==> src/rtl/decode_stage.sv <==
// Decode stage of a 5-stage RV32I pipeline: 32x32 register file, immediate
// generator, main/ALU decoder and the ID/EX pipeline register.
// Optional macro: WB_BYPASS_EN selects write-first register-file reads during
// a same-cycle writeback; when undefined, reads return the old value.
module decode_stage #(
  parameter int XLEN  = 32,
  parameter int NREGS = 32
) (
  input  logic                     clk,
  input  logic                     rst,
  input  logic [31:0]              InstrD,
  input  logic [XLEN-1:0]          PCD,
  input  logic [XLEN-1:0]          PCPlus4D,
  input  logic                     FlushE,
  input  logic                     RegWriteW,
  input  logic [$clog2(NREGS)-1:0] RdW,
  input  logic [XLEN-1:0]          ResultW,
  output logic [$clog2(NREGS)-1:0] Rs1D,
  output logic [$clog2(NREGS)-1:0] Rs2D,
  output logic [XLEN-1:0]          RD1E,
  output logic [XLEN-1:0]          RD2E,
  output logic [XLEN-1:0]          ImmExtE,
  output logic [$clog2(NREGS)-1:0] Rs1E,
  output logic [$clog2(NREGS)-1:0] Rs2E,
  output logic [$clog2(NREGS)-1:0] RdE,
  output logic [XLEN-1:0]          PCE,
  output logic [XLEN-1:0]          PCPlus4E,
  output logic                     RegWriteE,
  output logic                     MemWriteE,
  output logic                     ALUSrcE,
  output logic                     BranchE,
  output logic                     JumpE,
  output logic [1:0]               ResultSrcE,
  output logic [2:0]               ALUControlE
);

  localparam int RW = $clog2(NREGS);

  typedef enum logic [2:0] {
    IMM_NONE = 3'd0,
    IMM_I    = 3'd1,
    IMM_S    = 3'd2,
    IMM_B    = 3'd3,
    IMM_J    = 3'd4
  } imm_sel_e;

  typedef struct packed {
    logic [XLEN-1:0] rd1;
    logic [XLEN-1:0] rd2;
    logic [XLEN-1:0] imm;
    logic [RW-1:0]   rs1;
    logic [RW-1:0]   rs2;
    logic [RW-1:0]   rd;
    logic [XLEN-1:0] pc;
    logic [XLEN-1:0] pc_plus4;
    logic            reg_write;
    logic            mem_write;
    logic            alu_src;
    logic            branch;
    logic            jump;
    logic [1:0]      result_src;
    logic [2:0]      alu_control;
  } idex_t;

  logic [XLEN-1:0] rf_q [NREGS];
  logic [XLEN-1:0] rf_d [NREGS];
  idex_t           idex_q;
  idex_t           idex_d;

  logic [6:0]      opcode_s;
  logic [2:0]      funct3_s;
  logic [RW-1:0]   rd_s;
  logic            reg_write_s;
  logic            mem_write_s;
  logic            alu_src_s;
  logic            branch_s;
  logic            jump_s;
  logic [1:0]      result_src_s;
  logic [1:0]      alu_op_s;
  imm_sel_e        imm_sel_s;
  logic [2:0]      alu_control_s;
  logic [XLEN-1:0] imm_s;
  logic [XLEN-1:0] rd1_s;
  logic [XLEN-1:0] rd2_s;
  logic            wb_en_s;

  assign opcode_s = InstrD[6:0];
  assign funct3_s = InstrD[14:12];
  assign rd_s     = InstrD[11:7];
  assign Rs1D     = InstrD[19:15];
  assign Rs2D     = InstrD[24:20];
  assign wb_en_s  = RegWriteW && (RdW != {RW{1'b0}});

  // Main decoder: opcode to control bundle; unknown opcodes decode as NOP.
  always_comb begin
    reg_write_s  = 1'b0;
    mem_write_s  = 1'b0;
    alu_src_s    = 1'b0;
    branch_s     = 1'b0;
    jump_s       = 1'b0;
    result_src_s = 2'b00;
    alu_op_s     = 2'b00;
    imm_sel_s    = IMM_NONE;
    case (opcode_s)
      7'b0000011: begin reg_write_s = 1'b1; imm_sel_s = IMM_I; alu_src_s = 1'b1; result_src_s = 2'b01; end
      7'b0100011: begin imm_sel_s = IMM_S; alu_src_s = 1'b1; mem_write_s = 1'b1; end
      7'b0110011: begin reg_write_s = 1'b1; alu_op_s = 2'b10; end
      7'b0010011: begin reg_write_s = 1'b1; imm_sel_s = IMM_I; alu_src_s = 1'b1; alu_op_s = 2'b10; end
      7'b1100011: begin imm_sel_s = IMM_B; branch_s = 1'b1; alu_op_s = 2'b01; end
      7'b1101111: begin reg_write_s = 1'b1; imm_sel_s = IMM_J; result_src_s = 2'b10; jump_s = 1'b1; end
      default:    begin reg_write_s = 1'b0; end
    endcase
  end

  // ALU decoder: ALUOp plus funct3/funct7 to ALU operation code.
  always_comb begin
    alu_control_s = 3'b000;
    case (alu_op_s)
      2'b00: alu_control_s = 3'b000;
      2'b01: alu_control_s = 3'b001;
      2'b10: begin
        case (funct3_s)
          3'b000:  alu_control_s = (opcode_s[5] && InstrD[30]) ? 3'b001 : 3'b000;
          3'b010:  alu_control_s = 3'b101;
          3'b110:  alu_control_s = 3'b011;
          3'b111:  alu_control_s = 3'b010;
          default: alu_control_s = 3'b000;
        endcase
      end
      default: alu_control_s = 3'b000;
    endcase
  end

  // Immediate generator: sign-extended from InstrD[31]; zero when no immediate.
  always_comb begin
    imm_s = {XLEN{1'b0}};
    case (imm_sel_s)
      IMM_I:   imm_s = {{(XLEN-12){InstrD[31]}}, InstrD[31:20]};
      IMM_S:   imm_s = {{(XLEN-12){InstrD[31]}}, InstrD[31:25], InstrD[11:7]};
      IMM_B:   imm_s = {{(XLEN-13){InstrD[31]}}, InstrD[31], InstrD[7], InstrD[30:25], InstrD[11:8], 1'b0};
      IMM_J:   imm_s = {{(XLEN-21){InstrD[31]}}, InstrD[31], InstrD[19:12], InstrD[20], InstrD[30:21], 1'b0};
      default: imm_s = {XLEN{1'b0}};
    endcase
  end

  // Register-file read ports; x0 is hardwired to zero.
  always_comb begin
    rd1_s = (Rs1D == {RW{1'b0}}) ? {XLEN{1'b0}} : rf_q[Rs1D];
    rd2_s = (Rs2D == {RW{1'b0}}) ? {XLEN{1'b0}} : rf_q[Rs2D];
`ifdef WB_BYPASS_EN
    if (wb_en_s && (RdW == Rs1D)) begin
      rd1_s = ResultW;
    end else begin
      rd1_s = rd1_s;
    end
    if (wb_en_s && (RdW == Rs2D)) begin
      rd2_s = ResultW;
    end else begin
      rd2_s = rd2_s;
    end
`endif
  end

  // Register-file next state: single write port, writes to x0 dropped.
  always_comb begin
    rf_d = rf_q;
    if (wb_en_s) begin
      rf_d[RdW] = ResultW;
    end else begin
      rf_d[RdW] = rf_q[RdW];
    end
  end

  // ID/EX next state: a flush loads an all-zero bubble over the new decode.
  always_comb begin
    idex_d = '0;
    if (FlushE) begin
      idex_d = '0;
    end else begin
      idex_d.rd1         = rd1_s;
      idex_d.rd2         = rd2_s;
      idex_d.imm         = imm_s;
      idex_d.rs1         = Rs1D;
      idex_d.rs2         = Rs2D;
      idex_d.rd          = rd_s;
      idex_d.pc          = PCD;
      idex_d.pc_plus4    = PCPlus4D;
      idex_d.reg_write   = reg_write_s;
      idex_d.mem_write   = mem_write_s;
      idex_d.alu_src     = alu_src_s;
      idex_d.branch      = branch_s;
      idex_d.jump        = jump_s;
      idex_d.result_src  = result_src_s;
      idex_d.alu_control = alu_control_s;
    end
  end

  // State registers: register file and ID/EX, both cleared by async reset.
  always_ff @(posedge clk or negedge rst) begin
    if (!rst) begin
      rf_q   <= '{default: '0};
      idex_q <= '0;
    end else begin
      rf_q   <= rf_d;
      idex_q <= idex_d;
    end
  end

  assign RD1E        = idex_q.rd1;
  assign RD2E        = idex_q.rd2;
  assign ImmExtE     = idex_q.imm;
  assign Rs1E        = idex_q.rs1;
  assign Rs2E        = idex_q.rs2;
  assign RdE         = idex_q.rd;
  assign PCE         = idex_q.pc;
  assign PCPlus4E    = idex_q.pc_plus4;
  assign RegWriteE   = idex_q.reg_write;
  assign MemWriteE   = idex_q.mem_write;
  assign ALUSrcE     = idex_q.alu_src;
  assign BranchE     = idex_q.branch;
  assign JumpE       = idex_q.jump;
  assign ResultSrcE  = idex_q.result_src;
  assign ALUControlE = idex_q.alu_control;

endmodule

==> config.mk <==
export PLATFORM = sky130hd
export DESIGN_NAME = decode_stage
export DESIGN_NICKNAME = d
export VERILOG_FILES = /design/src/rtl/decode_stage.sv
export SDC_FILE = /design/constraint.sdc
export NUM_CORES = 2
export LEC_CHECK = 0
export BUFFER_PORTS_ARGS = -buffer_cell sky130_fd_sc_hd__buf_2
export CORE_ASPECT_RATIO = 1.75
export CORE_MARGIN = 3
export CORE_UTILIZATION = 50
export CTS_CLUSTER_DIAMETER = 150
export DETAILED_ROUTE_END_ITERATION = 6
export PLACE_DENSITY = 0.67
export SLEW_MARGIN = 20
export SYNTH_ARGS = -nofsm -noshare
export SYNTH_HDL_FRONTEND = slang
export SYNTH_SLANG_ARGS = --single-unit
==> constraint.sdc <==
create_clock -name clk -period 4.05 [get_ports clk]
set_input_delay 0.405 -clock clk [delete_from_list [all_inputs] [get_ports clk]]
set_output_delay 0.405 -clock clk [all_outputs]
set_load 0.01 [all_outputs]
# Word-level counts from Yosys, hierarchy flattened
# Cells that the tools add are included.
[word_totals]
elab_cells = 109
output_inout_bits = 195
input_bits = 137
ff_bits = 1209
[classes]
reduce_logical = 11
bitwise_logic = 3
n_mux = 29
n_lt_le_gt_ge = 4
n_eq_ne = 15
[ops]
columns = ["operator", "count"]
rows = [
  ["bitwise mux 1024 bit", 2],
  ["2-to-1 mux 1024 bit", 1],
  ["binary-select mux 32 bit (select 5 bit)", 3],
  ["2-to-1 mux 32 bit", 9],
  ["2-to-1 mux 185 bit", 1],
  ["demux 32 bit (select 5 bit)", 1],
  ["case mux 32 bit (4 select lines)", 1],
  ["case mux 3 bit (4 select lines)", 2],
  [">= comparator 6 bit (second input constant)", 3],
  ["NOT 5 -> 6 bit", 3],
  ["== test 7 x 6 -> 1 bit (second input constant)", 2],
  ["== test 7 bit (second input constant)", 2],
  ["zero test 5 bit", 2],
  ["== test 3 x 2 -> 1 bit (second input constant)", 3],
  ["== test 3 bit (second input constant)", 3],
  ["case mux 2 bit (2 select lines)", 2],
  ["== test 7 x 2 -> 1 bit (second input constant)", 1],
  ["== test 7 x 5 -> 1 bit (second input constant)", 1],
  ["less-than comparator 6 x 1 -> 1 bit (second input constant)", 1],
  ["2-to-1 mux 1 bit", 6],
  ["case mux 3 bit (2 select lines)", 1],
  ["nonzero test 5 bit", 1],
  ["OR reduction 2 bit", 2],
  ["OR reduction 4 bit", 1],
  ["6 further kinds", 8],
]

# Depth between registers and ports, before layout
[depth]
word_depth = 7
mapped_depth = 12
depth_no_buf = 8

# Worst setup path before layout
# Ideal clock, no wire load.
[synth_timing]
kind = "input to register"
start = "input InstrD[20]"
end = "register idex_q (netlist bit RD2E[10])"
n_path_buf = 2
cell_stages = 5
required_ns = 3.929
path_slack_ns = 1.616
setup_time_ns = 0.121
arrival_ns = 2.313
path_cell_list = "buf_2 > buf_1 > mux4_2 > mux4_2 > a22o_1"
[synth_rtl]
columns = ["element", "line_no", "rtl"]
rows = [
  ["start: declaration", "11", "input logic [31:0] InstrD,"],
  ["end signal: assignment", "205", "idex_q <= idex_d;"],
  ["end: declaration", "67", "idex_t idex_q;"],
]

# Worst setup path after layout
[layout_timing]
start = "input RdW[0]"
end = "register rf_q[264] (netlist bit)"
[layout_between]
elab_chain_cells = 7
elab_cells_between_ends = 14
cone_classes = "2 x order compare; 8 x mux; 1 x bitwise; 3 x reduce/logical"
[layout_rtl]
columns = ["element", "line_no", "rtl"]
rows = [
  ["start: declaration", "16", "input logic [$clog2(NREGS)-1:0] RdW,"],
  ["NOT 5 -> 6 bit (not written as such)", "168, 170", ""],
  [">= comparator 6 bit (not written as such) or less-than comparator 6 x 1 -> 1 bit (tied branches)", "168, 170", ""],
  ["logical AND 1 bit (not written as such)", "168, 170", ""],
  ["2-to-1 mux 32 bit (not written as such)", "168, 170", ""],
  ["demux 32 bit (select 5 bit)", "168, 170", ""],
  ["bitwise mux 1024 bit, on equally long branches", "170, 168", ""],
  ["2-to-1 mux 1024 bit *", "167", "if (wb_en_s) begin"],
  ["end signal: assignment", "204", "rf_q <= rf_d;"],
  ["end: declaration", "65", "logic [XLEN-1:0] rf_q [NREGS];"],
]
# Every way passes the cells marked *; elsewhere a longest branch is shown, timed or not. The select of a mux whose other input is x is not followed.

==> results.md <==
- Switching pwr: 13.0 mW
- Post-Synthesis Net Count: 4889
- Aggregate global-route resource usage: 33.1%
- Cell area after synthesis: 0.0695 mm^2
- Synth top cells by count: dfrtp_1 (1198), mux2_2 (917), mux4_2 (638)
- Number of synthesized register bits: 1198
- Tightest Pin Transition: 1170 ps
- Average via count per standard cell: 6.95
- Final ANT Viol Nets: 0
- Leading register cell type out of synthesis: dfrtp_1
- Critical path buffer and inverter count: 3
- PortBufs: 331
- I/O pin total: 332
- Clk buf depth: 3
- Cell chain of the critical path: buf_6 -> nand4bb_4 -> buf_4 -> o22ai_1 -> a211oi_2 -> a31oi_2 -> buf_4 -> mux2_2
- Warnings, synthesis: 0
- Top cells by area, synth: dfrtp_1 (43%), mux4_2 (21%), mux2_2 (15%)
- Worst hold margin: 95.3 ps
- Leakage power: 33.5 nW
- Vias post-DR: 47700
- Finish-stage setup viols: 0
- Cell seen most often among critical-path stages: buf_4
- Setup fix buffers added after clock tree synthesis: 0
- Setup repair after global routing missed its margin: no
- Logic gate share of total power: 28.4%
- CTS Root Cell: clkbuf_16
- Total power after layout: 41.9 mW
- Routed WL per cell: 34.7 um
- Clock Latency Late Sink: 760 ps
- Antenna violations before repair: 7
- Number of instances resized during post-cts repair: 0
- Clock period minus worst slack: 2720 ps
- First-pass GRT wire length: 347000 um
- Most common cell in the netlist: dfrtp_1
- Largest delay contributor family on the critical path: buffers and inverters
- Async set-reset flop share out of synthesis: 100%
- Sequential area share after synthesis: 43.1%
- Share of cells above drive strength 1: 50.2%
- Critical Setup Path Class: input port to flip-flop
- Maximum Capacitance Violations: 0
- Worst-case clock skew: 23.8 ps
- Category of the worst setup path launch point: input port
- Final worst-path cycle share: 67.2%
- Library cell with the largest summed area after synthesis: dfrtp_1
- Per-instance average area after synthesis: 14.6 um^2
- DP Wirelength: 143000 um
- Sw Ratio: 31.0%
- Tightest slew margin relative to the limit: 21.7%
- Arrival time at the worst endpoint: 3400 ps
- Final Net Count: 5082
- Die Footprint: 0.144 mm^2
- Y dimension of the die: 499 um
- Clock sink total: 1198
- Number of global-route vias before repair: 49400
- Number of DRC violations after detailed-routing iteration 0: 5133
- Site Rows: 180
- Area added between synthesis and finish: 12.1%
- Fin Setup TNS: 0 ps
- PwrDens: 537 mW/mm^2
- Hold-fix buffers, CTS: 91
- Number of filler cells placed in the layout: 10900
- Clock share of power: 27.6%
- Cell internal power dissipation: 28.9 mW
- Router iterations before antenna repair: 6
- Worst-case setup margin in the final layout: 1330 ps
- Global placer's final weighted congestion: 0.887
- Worst EP required: 4730 ps
- Total CTS buffers: 112
- Fin. Hold Viols: 0
- Placeable Area: 0.138 mm^2
- Sequential group share of total power: 44.1%
- FMAX: 368 MHz
- Highest cell delay on the worst timing path: 710 ps
- Fraction of post-synthesis cell area in the top cell type by area: 43.1%
- Worst-case setup slack after placement: 626 ps
- Result of the run: finished, final reports clean
- Detailed-route wire length: 238000 um
- Clk pin slew, worst setup/hold paths: 70 ps
- Peak supply drop: 0.423 mV
- Type of element capturing the critical path: flip-flop
- Path class of the lowest-slack min-delay path: input port to flip-flop
- Count of distinct cell types in the synthesized netlist: 65
- Slew Limit Fails: 0
- Gate Count Post-Synth: 4750
- Effective utilization at floorplan: 50.4%
- Largest driver fanout on the critical path: 49
- Number of flops mapped to enable cells by yosys: 0
- Cell type of the slowest stage on the worst timing path: nand4bb_4
- TritonCTS clock tree: yes
- End-of-flow core utilization: 56.5%
- Largest net degree at the start of global routing: 177
- Die W: 288 um
- H-Tree Depth: 3
- Post-detailed-route DRC marker count: 0
- Total grt overflow: 0
-- kinds of logic after synthesis --
kind of cell | synth area share, %
buffers and inverters | 4.84
AND/OR/NAND/NOR | 3.58
flip-flops | 43.1
AO/OA/AOI/OAI | 4.77
adder cells (fa/ha/maj) | 0.0360
multiplexers | 43.7
-- power by group through the flow --
stage	logic, mW	registers [mW]	clock network, mW
5_1_grt	12.6	18.9	12.1
4_1_cts	11.9	18.3	11.7
3_5_place_dp	11.7	18.5	0
6_report	11.9	18.5	11.5
3_3_place_gp	11.5	18.3	0
2_1_floorplan	9.29	17.5	0
-- state kept, by name, indices dropped and copies added (netlist names) --
name and count:
rf_q 1024, PCE 32, PCPlus4E 32, RD1E 32, RD2E 32, ImmExtE 21
RdE 5, Rs1E 5, Rs2E 5, ALUControlE 3, ResultSrcE 2, ALUSrcE 1
BranchE 1, JumpE 1, MemWriteE 1, RegWriteE 1
-- final timing paths --
check	startpoint	end	slack [ps]	depth (start not counted)
worst min-delay path	FlushE	RdE[3]	100	2
max in group asynchronous	rst	rf_q[316]	2390	3
min in group asynchronous	rst	rf_q[714]	180	2
worst min register to register	rf_q[996]	rf_q[996]	410	0
worst max register to register	rf_q[845]	rf_q[493]	1690	6
worst max-delay path	RdW[0]	rf_q[264]	1330	8
-- per-layer routing --
| layer | part of all wire (%) | up-vias | global-route usage [%] |
|---|---|---|---|
| met5 | 0.013 | - | 0 |
| met4 | 7.1 | 4 | 19.8 |
| met3 | 9.2 | 784 | 7.10 |
| met2 | 47 | 2814 | 52.5 |
| met1 | 36 | 25200 | 41.9 |
| li1 | - | 18800 | - |
-- layout make-up --
class                           instances  area [um^2]  area share [%]
Clock inverter                         60          783            1.01
Timing Repair Buffer                  640         5070            6.51
Inverter                               10         37.5          0.0482
Antenna cell                            5         12.5          0.0161
Tap cell                             1820         2280            2.92
Multi-Input combinational cell       2981        36600            46.9
Sequential cell                      1198        30000            38.5
Clock buffer                          147         3200            4.10
-- stage by stage --
| stage | area (um^2) | std cells |
|---|---|---|
| floorplan | 69500 | 4750 |
| global placement | 73000 | 6558 |
| detailed placement | 73000 | 6558 |
| CTS | 77900 | 6856 |
| global route | 77900 | 6857 |
| finish | 77900 | 6861 |
-- layout by cell type (no fill, tap or decap), types with 14 or more instances in the layout --
cell type      synthesis  routed
buf_2                137     319
mux2_2               917     917
mux2_4                55      55
buf_4                 39     159
o31ai_1               44      43
buf_12                 0      63
or2_2                 37      36
o22ai_1              234     234
a31oi_2               29      25
mux2i_1              483     483
nor4_2                29      30
o211ai_1              14      14
clkinv_2               0      22
mux4_2               638     638
clkbuf_8               0      22
bufinv_16              0      15
a211oi_2              29      29
nor2_1                56      48
nor2b_1               92      88
dfrtp_1             1198    1198
dlygate4sd3_1          0      91
a221oi_1              14      14
a22o_1                18      18
nand2_1              134     129
clkbuf_16              0     114
o21ai_0               20      20
Note: power is estimated with default switching activity, not from simulation.
